--- config.mk ---
export PLATFORM = sky130hd
export DESIGN_NAME = fetch_unit_flat
export DESIGN_NICKNAME = d
export VERILOG_FILES = /design/src/rtl/fetch_unit_if.sv /design/src/rtl/fetch_unit.sv /design/src/flat_wrapper.sv
export SDC_FILE = /design/constraint.sdc
export NUM_CORES = 1
export LEC_CHECK = 0
export ABC_AREA = 1
export ABC_CLOCK_PERIOD_IN_PS = 3700
export CAP_MARGIN = 20
export CORE_UTILIZATION = 45
export CTS_BUF_LIST = sky130_fd_sc_hd__clkbuf_8
export DETAILED_ROUTE_END_ITERATION = 6
export PLACE_DENSITY = 0.71
export SETUP_SLACK_MARGIN = 0.02
export SYNTH_ARGS = -nofsm -noshare
export SYNTH_HDL_FRONTEND = slang
export SYNTH_SLANG_ARGS = --single-unit
export TNS_END_PERCENT = 100
--- constraint.sdc ---
create_clock -name i_clk -period 3.7 [get_ports i_clk]
set_clock_uncertainty 0.2 [all_clocks]
set_input_delay 0.555 -clock i_clk [delete_from_list [all_inputs] [get_ports i_clk]]
set_output_delay 0.555 -clock i_clk [all_outputs]
set_load 0.01 [all_outputs]
--- src/rtl/fetch_unit_if.sv ---
// Bundle of the fetch stage's control, instruction-memory and IF/ID signals.
// The master side is the fetch unit; the slave side is its environment.
interface fetch_unit_if;
  logic        i_stall;
  logic        i_redirect;
  logic [31:0] i_redirect_pc;
  logic        o_imem_req;
  logic [31:0] o_imem_addr;
  logic        i_imem_ack;
  logic [31:0] i_imem_rdata;
  logic [31:0] o_instr;
  logic [31:0] o_pc;
  logic        o_we;
  logic        o_flush;

  modport master (
    input  i_stall, i_redirect, i_redirect_pc, i_imem_ack, i_imem_rdata,
    output o_imem_req, o_imem_addr, o_instr, o_pc, o_we, o_flush
  );

  modport slave (
    output i_stall, i_redirect, i_redirect_pc, i_imem_ack, i_imem_rdata,
    input  o_imem_req, o_imem_addr, o_instr, o_pc, o_we, o_flush
  );
endinterface

--- src/rtl/fetch_unit.sv ---
// MIPS instruction-fetch stage: owns the PC, issues one outstanding imem request,
// parks a stalled word in a hold buffer and squashes fetches on redirect.
module fetch_unit #(
    parameter logic [31:0] RESET_PC = 32'h0000_0000
) (
    input  logic               i_clk,
    input  logic               i_rst,
    fetch_unit_if.master       bus,
    output logic [1:0]         o_dbg_state
);

    // Memory handshake: o_imem_req stays high with o_imem_addr stable until a
    // cycle with i_imem_ack=1; that cycle completes the request and rdata is valid.
    typedef enum logic [1:0] {
        FETCH = 2'd0,
        HOLD  = 2'd1,
        DROP  = 2'd2
    } state_t;

    state_t      state_q, state_d;
    logic [31:0] pc_q, pc_d;
    logic [31:0] redir_q, redir_d;
    logic [31:0] buf_instr_q, buf_instr_d;
    logic [31:0] buf_pc_q, buf_pc_d;
    logic [31:0] pc_plus4;
    logic        we_raw;

    assign pc_plus4    = pc_q + 32'd4;
    assign o_dbg_state = state_q;

    always_comb begin
        state_d         = state_q;
        pc_d            = pc_q;
        redir_d         = redir_q;
        buf_instr_d     = buf_instr_q;
        buf_pc_d        = buf_pc_q;
        we_raw          = 1'b0;
        bus.o_imem_req  = 1'b0;
        bus.o_imem_addr = 32'd0;
        bus.o_instr     = 32'd0;
        bus.o_pc        = 32'd0;

        if (!i_rst) begin
            unique case (state_q)
                FETCH: begin
                    bus.o_imem_req  = 1'b1;
                    bus.o_imem_addr = pc_q;
                    bus.o_instr     = bus.i_imem_rdata;
                    bus.o_pc        = pc_plus4;
                    if (bus.i_imem_ack) begin
                        if (bus.i_redirect) begin
                            pc_d = bus.i_redirect_pc;
                        end else if (!bus.i_stall) begin
                            we_raw = 1'b1;
                            pc_d   = pc_plus4;
                        end else begin
                            buf_instr_d = bus.i_imem_rdata;
                            buf_pc_d    = pc_plus4;
                            pc_d        = pc_plus4;
                            state_d     = HOLD;
                        end
                    end else if (bus.i_redirect) begin
                        // The request cannot be withdrawn; remember the target and
                        // throw away whatever the memory eventually returns.
                        redir_d = bus.i_redirect_pc;
                        state_d = DROP;
                    end
                end
                HOLD: begin
                    bus.o_instr = buf_instr_q;
                    bus.o_pc    = buf_pc_q;
                    if (bus.i_redirect) begin
                        pc_d    = bus.i_redirect_pc;
                        state_d = FETCH;
                    end else if (!bus.i_stall) begin
                        we_raw  = 1'b1;
                        state_d = FETCH;
                    end
                end
                DROP: begin
                    bus.o_imem_req  = 1'b1;
                    bus.o_imem_addr = pc_q;
                    if (bus.i_imem_ack) begin
                        pc_d    = bus.i_redirect ? bus.i_redirect_pc : redir_q;
                        state_d = FETCH;
                    end else if (bus.i_redirect) begin
                        redir_d = bus.i_redirect_pc;
                    end
                end
                default: begin
                    state_d = FETCH;
                end
            endcase
        end
    end

    assign bus.o_flush = bus.i_redirect & ~i_rst;
    assign bus.o_we    = we_raw & ~bus.i_redirect & ~i_rst;

    always_ff @(posedge i_clk) begin
        if (i_rst) begin
            state_q     <= FETCH;
            pc_q        <= RESET_PC;
            redir_q     <= 32'd0;
            buf_instr_q <= 32'd0;
            buf_pc_q    <= 32'd0;
        end else begin
            state_q     <= state_d;
            pc_q        <= pc_d;
            redir_q     <= redir_d;
            buf_instr_q <= buf_instr_d;
            buf_pc_q    <= buf_pc_d;
        end
    end

endmodule

--- src/flat_wrapper.sv ---
// flat-port wrapper written by rule: the top's interface ports become plain ports
module fetch_unit_flat 
#(
    parameter logic [31:0] RESET_PC = 32'h0000_0000
)
  (i_clk, i_rst, o_dbg_state, bus_i_stall, bus_i_redirect, bus_i_redirect_pc, bus_i_imem_ack, bus_i_imem_rdata, bus_o_imem_req, bus_o_imem_addr, bus_o_instr, bus_o_pc, bus_o_we, bus_o_flush);
  fetch_unit_if bus_i ();
  input  logic i_clk;
  input  logic i_rst;
  output logic [1:0] o_dbg_state;
  input wire logic [$bits(bus_i.i_stall)-1:0] bus_i_stall;
  input wire logic [$bits(bus_i.i_redirect)-1:0] bus_i_redirect;
  input wire logic [$bits(bus_i.i_redirect_pc)-1:0] bus_i_redirect_pc;
  input wire logic [$bits(bus_i.i_imem_ack)-1:0] bus_i_imem_ack;
  input wire logic [$bits(bus_i.i_imem_rdata)-1:0] bus_i_imem_rdata;
  output wire logic [$bits(bus_i.o_imem_req)-1:0] bus_o_imem_req;
  output wire logic [$bits(bus_i.o_imem_addr)-1:0] bus_o_imem_addr;
  output wire logic [$bits(bus_i.o_instr)-1:0] bus_o_instr;
  output wire logic [$bits(bus_i.o_pc)-1:0] bus_o_pc;
  output wire logic [$bits(bus_i.o_we)-1:0] bus_o_we;
  output wire logic [$bits(bus_i.o_flush)-1:0] bus_o_flush;
  assign bus_i.i_stall = bus_i_stall;
  assign bus_i.i_redirect = bus_i_redirect;
  assign bus_i.i_redirect_pc = bus_i_redirect_pc;
  assign bus_i.i_imem_ack = bus_i_imem_ack;
  assign bus_i.i_imem_rdata = bus_i_imem_rdata;
  assign bus_o_imem_req = bus_i.o_imem_req;
  assign bus_o_imem_addr = bus_i.o_imem_addr;
  assign bus_o_instr = bus_i.o_instr;
  assign bus_o_pc = bus_i.o_pc;
  assign bus_o_we = bus_i.o_we;
  assign bus_o_flush = bus_i.o_flush;
  fetch_unit #(.RESET_PC(RESET_PC)) u_core (.i_clk(i_clk), .i_rst(i_rst), .bus(bus_i), .o_dbg_state(o_dbg_state));
endmodule
---- Yosys cells after proc, flatten, opt, wreduce, memory -nomap -nowiden ----
Index checks and enable logic that the tools add are counted.
W data, S select, Z words.
word-level totals
  logic and storage cells ................. 55
  flip-flop bits (word level) ............. 130
  input bits .............................. 69
cells by class
  mux-type cells .......................... 27
  add/sub/neg operators ................... 1
  bitwise gates (word level) .............. 6
  equal/unequal tests ..................... 9
  reduce and logical (&&, ||, !) cells .... 7
operator list
  cell                     number
  $mux W32                 9
  $pmux W32 S2             2
  $pmux W32 S3             1
  $add A32 B3 Y32 const B  1
  $mux W2                  7
  $ne A3 B3 Y1 const B     4
  $reduce_and A4 Y1        2
  $mux W1                  6
  $ne A2 B2 Y1 const B     3
  $pmux W2 S3              1
  $reduce_and A5 Y1        1
  $and A1 B1 Y1            3
  $not A1 Y1               3
  $reduce_bool A3 Y1       1
  $eq A2 B1 Y1 const B     1
  $eq A2 B2 Y1 const B     1
  $logic_not A2 Y1         1
  $pmux W1 S2              1
  $reduce_and A2 Y1        1
  $reduce_or A2 Y1         1

---- Longest topological paths before layout ----
Gate-level depths: netlist (run 1).
  depth after elaboration ................. 7
  mapped depth ............................ 12
  depth with buffers taken out ............ 12

---- Least setup slack after synthesis (run 1) ----
Ideal clock, no wire load.
  path type ............................... register -> output
  start ................................... reg u_core.state_q[0], in the netlist u_core.o_dbg_state[0]
  end ..................................... out bus_o_instr[0]
  slack ................................... 1.053 ns
  stages on the path, launching flop included .. 8
  data arrival time ....................... 1.892 ns
  cell sequence ........................... dfxtp_1 -> inv_1 -> clkbuf_1 -> ha_1 -> clkbuf_1 -> buf_1 -> nand2_1 -> a21oi_1
on the way
  cells in the longest elaborated chain, start to end .. 3
ends and longest elaborated chain
  item                                              RTL line            text
  start: declaration                                fetch_unit.sv:20    state_t state_q, state_d;
  start signal: assignment                          fetch_unit.sv:108   state_q <= state_d;
  $eq A2 B1 Y1 or $logic_not A2 Y1 (tied branches)  fetch_unit.sv:44    unique case (state_q)
  $pmux W32 S2 *                                    fetch_unit.sv:44
  $mux W32 *                                        fetch_unit.sv:43    if (!i_rst) begin
  end: declaration                                  flat_wrapper.sv:18  output wire logic [$bits(bus_i.o_instr)-1:0] bus_o_instr;
Every way passes the cells marked *; elsewhere a longest branch is shown, timed or not.

---- Worst setup path in the final report (run 1) ----
  start ................................... reg u_core.pc_q[3]
  end ..................................... out bus_o_pc[26]
on the way
  cells in the longest elaborated chain, start to end .. 3
ends and longest elaborated chain
  item                      RTL line            text
  start: declaration        fetch_unit.sv:21    logic [31:0] pc_q, pc_d;
  start signal: assignment  fetch_unit.sv:109   pc_q <= pc_d;
  $add A32 B3 Y32           fetch_unit.sv:28    assign pc_plus4 = pc_q + 32'd4;
  $pmux W32 S2              fetch_unit.sv:44
  $mux W32                  fetch_unit.sv:43
  end: declaration          flat_wrapper.sv:19  output wire logic [$bits(bus_i.o_pc)-1:0] bus_o_pc;
No other way between the ends.

==> results of run 1 <==
-- cell type report --
type                    instances  area [sq um]
clock inverters                12           250
well taps                     220           275
inverters                      70           263
multi-input cells             997          4560
flip-flops and latches        130          2600
clock buffers                  20           275
fillers                      1673          6660
repair buffers                191          1870
-- kinds of logic after synthesis --
kind of cell,share of synthesized area [%]
DFF,33.3
adders and majority gates,0.801
xor gates and xnor gates,2.16
and+or+nand+nor,31.9
AOI/OAI and AO/OA,23.3
buffers and inverters,8.55
-- cell usage after synthesis (all sizes together), types with 2 or more instances --
master	count	area (sq um)
clkbuf	68	295
clkinv	2	7.51
nor3	2	15.0
a22oi	3	22.5
o21ai	131	656
a21oi	212	1070
and2	5	31.3
inv	68	255
a31oi	6	37.5
ha	5	62.6
dfxtp	130	2600
xor2	14	160
nand2	443	1690
nor2	145	628
nand3	26	130
buf	23	110
-- metrics by stage --
step	setup slack (ns)	total power, mW	instance area, sq um
5_1_grt	0.0264	7.57	10100
3_5_place_dp	0.688	5.43	9580
6_report	0.245	7.06	10100
3_3_place_gp	0.714	5.39	9580
4_1_cts	0.186	7.03	10100
2_1_floorplan	1.05	4.17	7820
-- sequential cells by signal, indices dropped and copies added (netlist names) --
name	flops
u_core.buf_pc_q	32
u_core.pc_q	32
u_core.redir_q	32
u_core.buf_instr_q	32
u_core.o_dbg_state	2
-- worst paths after layout --
path                          from  slack, ns             endpoint  depth (start not counted)
max                 u_core.pc_q[3]       0.24         bus_o_pc[26]                         11
min            u_core.buf_pc_q[26]       0.27  u_core.buf_pc_q[26]                          2
max reg2reg  u_core.o_dbg_state[1]       1.20      u_core.pc_q[12]                          8
min reg2reg    u_core.buf_pc_q[26]       0.27  u_core.buf_pc_q[26]                          2
-- power by group through the flow --
stage               Clock (mW)  Combinational (mW)  Sequential [mW]
finish                    1.59                3.47             2.00
global route              1.68                3.85             2.04
CTS                       1.61                3.44             1.99
detailed placement           0                3.41             2.02
global placement             0                3.39             2.01
floorplan                    0                2.24             1.93
-- per-layer routing --
metal	wire (um)	GRT usage [%]
met5	0	0
met4	274	7.20
met3	1910	5.14
met2	10800	41.1
met1	11800	41.4
-- tightest hold or removal path, stage by stage, from the launching register on --
cell and delay (ns):
dfxtp_1 0.31, nand2_1 0.06, a21oi_1 0.05
==> metrics.md, run 1 <==
| Metric | Value |
|---|---|
| Final antenna-violating net count | `0` |
| CORE AREA | `16,800 sq um` |
| Final Cycle Share | `93.4%` |
| Number of global-route vias before repair | `7,546` |
| Worst setup path category | `flip-flop to primary output` |
| Min-Delay Path Class | `flip-flop to flip-flop` |
| Worst Path Buf+Inv | `1` |
| Pint | `4.01 mW` |
| Syn Nets | `1,362` |
| Via density | `~5.2` |
| GRT Residual Overflow | `0` |
| Pin count of the biggest net entering global routing | `around 110` |
| Cell Area, Synth | `between 7000 and 8000 sq um` |
| Sequential area share after synthesis | `approximately 33%` |
| Tot GR Track Use | `around 28%` |
| Total CTS buffers | `17` |
| Pre-Repair DR Iteration Count | `6` |
| Iteration-0 DRC count of the detailed router | `a little over 800` |
| Async set-reset flop share out of synthesis | `0%` |
| Comb pwr share | `about half` |
| Non-filler cells, final | `~1,600` |
| Worst-margin pin slew | `~0.7 ns` |
| Worst path top cell family by delay | `simple AND/OR/NAND/NOR gates` |
| Synth Warn # | `0` |
| Gp weighted congestion | `0.968` |
| Syn-to-layout area delta | `29.3%` |
| Drt wl/cell | `15.1 um` |
| Clk network pwr share | `between 20% and 30%` |
| Post-cts sizing count | `0` |
| Syn avg cell area | `between 6 and 7 sq um` |
| CTS Root Cell | `clkbuf_8` |
| Number of diodes | `0` |
| Layout cells sized above 1 | `~6.5%` |
| Residual DRC | `0` |
| Die area | `between 15,000 and 20,000 sq um` |
| Clk_lat worst skew | `0.45 ns` |
| Die height | `between 100 and 150 um` |
| EDFF count, synth | `0` |
| Crit start category | `flip-flop` |
| Layout Nets | `1,481` |
| Reg clk slew, reported paths | `approximately 0.080 ns` |
| Boundary Pins | `170` |
| Most common cell after layout, fill and taps aside | `nand2_1` |
| Max Cap Viol | `0` |
| Initial antenna violation count | `0` |
| CP required | `about 3 ns` |
| Cells after DPL | `roughly 1,600` |
| CTS tree | `built` |
| Final WL | `around 25 mm` |
| Final Hold Violating Endpoints | `0` |
| Final setup viols | `0` |
| Mapped Cells | `approximately 1,300` |
| Final min period | `3.46 ns` |
| Seq pwr share | `between 20% and 30%` |
| H-tree levels | `4` |
| Port-buffer cells | `169` |
| Highest clock rate | `289 MHz` |
| Pins Over Slew Limit | `0` |
| Sw Ratio | `a little over two fifths` |
| Row count | `between 40 and 50` |
| Post-synth cell types | `34` |
| Critical Path Slowest Stage Cell | `clkdlybuf4s50_1` |
| Crit-path max cell delay | `between 0.5 and 0.6 ns` |
| Outcome | `completed` |
| First-pass GRT wire length | `a little under 40 mm` |
| Crit path capture type | `primary output` |
| CTS sink count | `130` |
| Vias | `8,604` |
| Pleak | `approximately 4 nW` |
| Predominant post-synthesis flop cell | `dfxtp_1` |
| VDD IR-drop max | `0.000555 V` |
| Slew HR | `53.8%` |
| RSZ-0062 raised after global routing | `false` |
| Arr. time, crit path | `2.70 ns` |
| Hpwl dp | `roughly 17 mm` |
| Hold WS | `about 0.27 ns` |
| Initial cell density of the core | `a little under half` |
| Commonest cells after routing, fill and taps aside | `435 x nand2_1, 210 x a21oi_1, 167 x clkdlybuf4s50_1` |
| Setup TNS after final layout | `0 ns` |
| Sw Pwr | `roughly 3.1 mW` |
| PD cells | `around 700 nW/um^2` |
| Final Core Density | `between 60% and 70%` |
| Worst path cell trace | `ha_1 -> nand2_2 -> nor2_4 -> nand2_4 -> nor2_4 -> nand2_1 -> nand2_1 -> and2_1 -> nand2_1 -> a21oi_1 -> clkdlybuf4s50_1` |
| Post CTS Setup Buffer Count | `0` |
| Cell mode on critical path | `nand2_1` |
| Max Root-Sink Buffers | `2` |
| Post-CTS Hold Fix Bufs | `0` |
| Post-synthesis register bit count | `130` |
| Die Wd | `around 130 um` |
| CP max FO | `5` |
(Power assumes the default switching activity.)
==> inputs of run 2 (changes only) <==
--- a/config.mk
+++ b/config.mk
@@ -10,6 +10,7 @@
 export CAP_MARGIN = 20
 export CORE_UTILIZATION = 45
 export CTS_BUF_LIST = sky130_fd_sc_hd__clkbuf_8
+export CTS_CLUSTER_DIAMETER = 200
 export DETAILED_ROUTE_END_ITERATION = 6
 export PLACE_DENSITY = 0.71
 export SETUP_SLACK_MARGIN = 0.02
==> results of run 2 <==
Same layout as run 1: the final DEF is identical, and so are final timing and power.
==> inputs of run 3 (changes only) <==
--- a/config.mk
+++ b/config.mk
@@ -8,11 +8,11 @@
 export ABC_AREA = 1
 export ABC_CLOCK_PERIOD_IN_PS = 3700
 export CAP_MARGIN = 20
-export CORE_UTILIZATION = 45
+export CORE_UTILIZATION = 30
 export CTS_BUF_LIST = sky130_fd_sc_hd__clkbuf_8
 export CTS_CLUSTER_DIAMETER = 200
 export DETAILED_ROUTE_END_ITERATION = 6
-export PLACE_DENSITY = 0.71
+export PLACE_DENSITY = 0.51
 export SETUP_SLACK_MARGIN = 0.02
 export SYNTH_ARGS = -nofsm -noshare
 export SYNTH_HDL_FRONTEND = slang
==> metrics.md, run 3 (synthesis results as in run 1) <==
| Metric | Value |
|---|---|
| Outcome | `completed` |
| Setup TNS after final layout | `0 ns (unchanged)` |
| GRT Residual Overflow | `0 (unchanged)` |
| First-pass GRT wire length | `42.6 mm (+7.0%)` |
| Min-Delay Path Class | `flip-flop to flip-flop` |
| Pins Over Slew Limit | `0 (unchanged)` |
| Port-buffer cells | `169 (unchanged)` |
| Worst path cell trace | `nand2_1 -> nor2_2 -> nand2_1 -> nor2_1 -> nand2_1 -> nand2_1 -> and2_1 -> nand2_1 -> a21oi_1 -> clkdlybuf4s50_1` |
| Cell mode on critical path | `nand2_1` |
| PD cells | `671 nW/um^2 (-4.1%)` |
| Pleak | `3.99 nW (-1.3%)` |
| Pin count of the biggest net entering global routing | `112 (unchanged)` |
| Most common cell after layout, fill and taps aside | `nand2_1` |
| Wl on met1 | `13.9 mm (+18%)` |
| Layout Nets | `1,480 (-0.068%)` |
| Highest clock rate | `291 MHz (+0.55%)` |
| Die height | `163 um (+22%)` |
| Post CTS Setup Buffer Count | `0 (unchanged)` |
| Final min period | `3.44 ns (-0.0188 ns)` |
| Final Hold Violating Endpoints | `0 (unchanged)` |
| Crit start category | `flip-flop` |
| Crit path capture type | `primary output` |
| Worst Path Buf+Inv | `1 (unchanged)` |
| Hpwl dp | `18.9 mm (+13%)` |
| Power after layout | `6.79 mW (-3.8%)` |
| Final setup viols | `0 (unchanged)` |
| CTS sink count | `130 (unchanged)` |
| CP required | `2.94 ns (about the same)` |
| Via density | `4.88 (-7.0%)` |
| Number of diodes | `0 (unchanged)` |
| Worst path top cell family by delay | `simple AND/OR/NAND/NOR gates` |
| Max Cap Viol | `0 (unchanged)` |
| Tot GR Track Use | `20.4% (-7.5 points)` |
| CP max FO | `5 (unchanged)` |
| Max Root-Sink Buffers | `2 (unchanged)` |
| Commonest cells after routing, fill and taps aside | `435 x nand2_1, 210 x a21oi_1, 167 x clkdlybuf4s50_1` |
| Top layer reached by signal wires | `met4` |
| CORE AREA | `25,400 sq um (+52%)` |
| CTS Root Cell | `clkbuf_8` |
| Final Cycle Share | `92.9% (-0.51 points)` |
| Final WL | `27.2 mm (+9.5%)` |
| Die area | `26,700 sq um (+49%)` |
| Met2 wire length | `11.5 mm (+5.7%)` |
| Row count | `58 (+23%)` |
| Boundary Pins | `170 (unchanged)` |
| Layout cells sized above 1 | `6.41% (-0.066 points)` |
| Vias | `8,529 (-0.87%)` |
| VDD IR-drop max | `0.000367 V (-34%)` |
| H-tree levels | `4 (unchanged)` |
| Worst-margin pin slew | `0.854 ns (+0.161 ns)` |
| Cells after DPL | `1,717 (+6.8%)` |
| Die Wd | `163 um (+22%)` |
| Clk_lat worst skew | `0.45 ns (about the same)` |
| Number of global-route vias before repair | `7,656 (+1.5%)` |
| Worst setup path category | `flip-flop to primary output` |
| RSZ-0062 raised after global routing | `false` |
| Pre-Repair DR Iteration Count | `5 (-1)` |
| Reg clk slew, reported paths | `0.08 ns (about the same)` |
| Syn-to-layout area delta | `29.6%` |
| Final antenna-violating net count | `0 (unchanged)` |
| CTS tree | `built` |
| Critical Path Slowest Stage Cell | `clkdlybuf4s50_1` |
| Gp weighted congestion | `0.882 (-8.9%)` |
| Slew HR | `43.0% (-11 points)` |
| Arr. time, crit path | `2.68 ns (-0.02 ns)` |
| Iteration-0 DRC count of the detailed router | `718 (-14%)` |
| Non-filler cells, final | `1,749 (+6.6%)` |
| Post-CTS Hold Fix Bufs | `0 (unchanged)` |
| Crit-path max cell delay | `0.62 ns (+0.05 ns)` |
| Hold WS | `0.266 ns (-0.000944 ns)` |
| Drt wl/cell | `15.5 um (+2.7%)` |
| DR WL met3 | `1.38 mm (-28%)` |
| Residual DRC | `0 (unchanged)` |
| Initial cell density of the core | `30.8% (-16 points)` |
| Initial antenna violation count | `0 (unchanged)` |
| Total CTS buffers | `17 (unchanged)` |
run 3: cell types whose count changed in the layout (fill, tap and decap cells not counted), moves of 2 or more:
cell	previous run	this run
clkinv_2	0	3
inv_6	1	3
clkbuf_8	20	18
clkinv_4	1	3
bufinv_16	7	2
buf_4	21	19
run 3: what timing repair did:
item                       in CTS  in global routing
resized for setup               0                  1
hold endpoints to repair        0                  0
setup endpoints to repair       0                  1
run 3: area by class of cell:
cell class	instances	area (sq um)
fill	2740	15300
multi-input combinational	997	4570
sequential	130	2600
timing repair buffer	190	1880
tap	330	413
inverter	70	263
clock buffer	18	248
clock inverter	14	154
run 3: layer usage:
| metal | vias to the layer above | global-route usage, % |
|---|---|---|
| li1 | 4382 | - |
| met1 | 3870 | 30.9 |
| met2 | 249 | 29.3 |
| met3 | 28 | 3.15 |
| met4 | 0 | 5.82 |
| met5 | - | 0 |
run 3: through the flow:
step	utilization [%]	worst slack (ns)	area [sq um]
after floorplan	-	1.05	7820
after global placement	38.3	0.703	9730
after detailed placement	38.3	0.695	9730
after CTS	39.9	0.181	10100
after global routing	39.9	0.0483	10100
final	39.9	0.263	10100
run 3: path summary, 6_finish.rpt:
path / start / slack (ns) / to / cells after the start
worst max-delay path: u_core.pc_q[15] / 0.26 / bus_o_pc[31] / 10
worst min-delay path: u_core.buf_pc_q[4] / 0.27 / u_core.buf_pc_q[4] / 2
worst max register to register: u_core.o_dbg_state[0] / 0.75 / u_core.pc_q[15] / 8
worst min register to register: u_core.buf_pc_q[4] / 0.27 / u_core.buf_pc_q[4] / 2
run 3: power by group:
group	internal, mW	total, mW	switching, mW
Clock	0.627	1.27	0.648
Sequential	1.71	2.00	0.285
Combinational	1.32	3.52	2.21
run 3: worst min-delay path, cell delays in order, from the launching register on:
cell     delay [ns]
dfxtp_1        0.32
nand2_1        0.06
a21oi_1        0.05
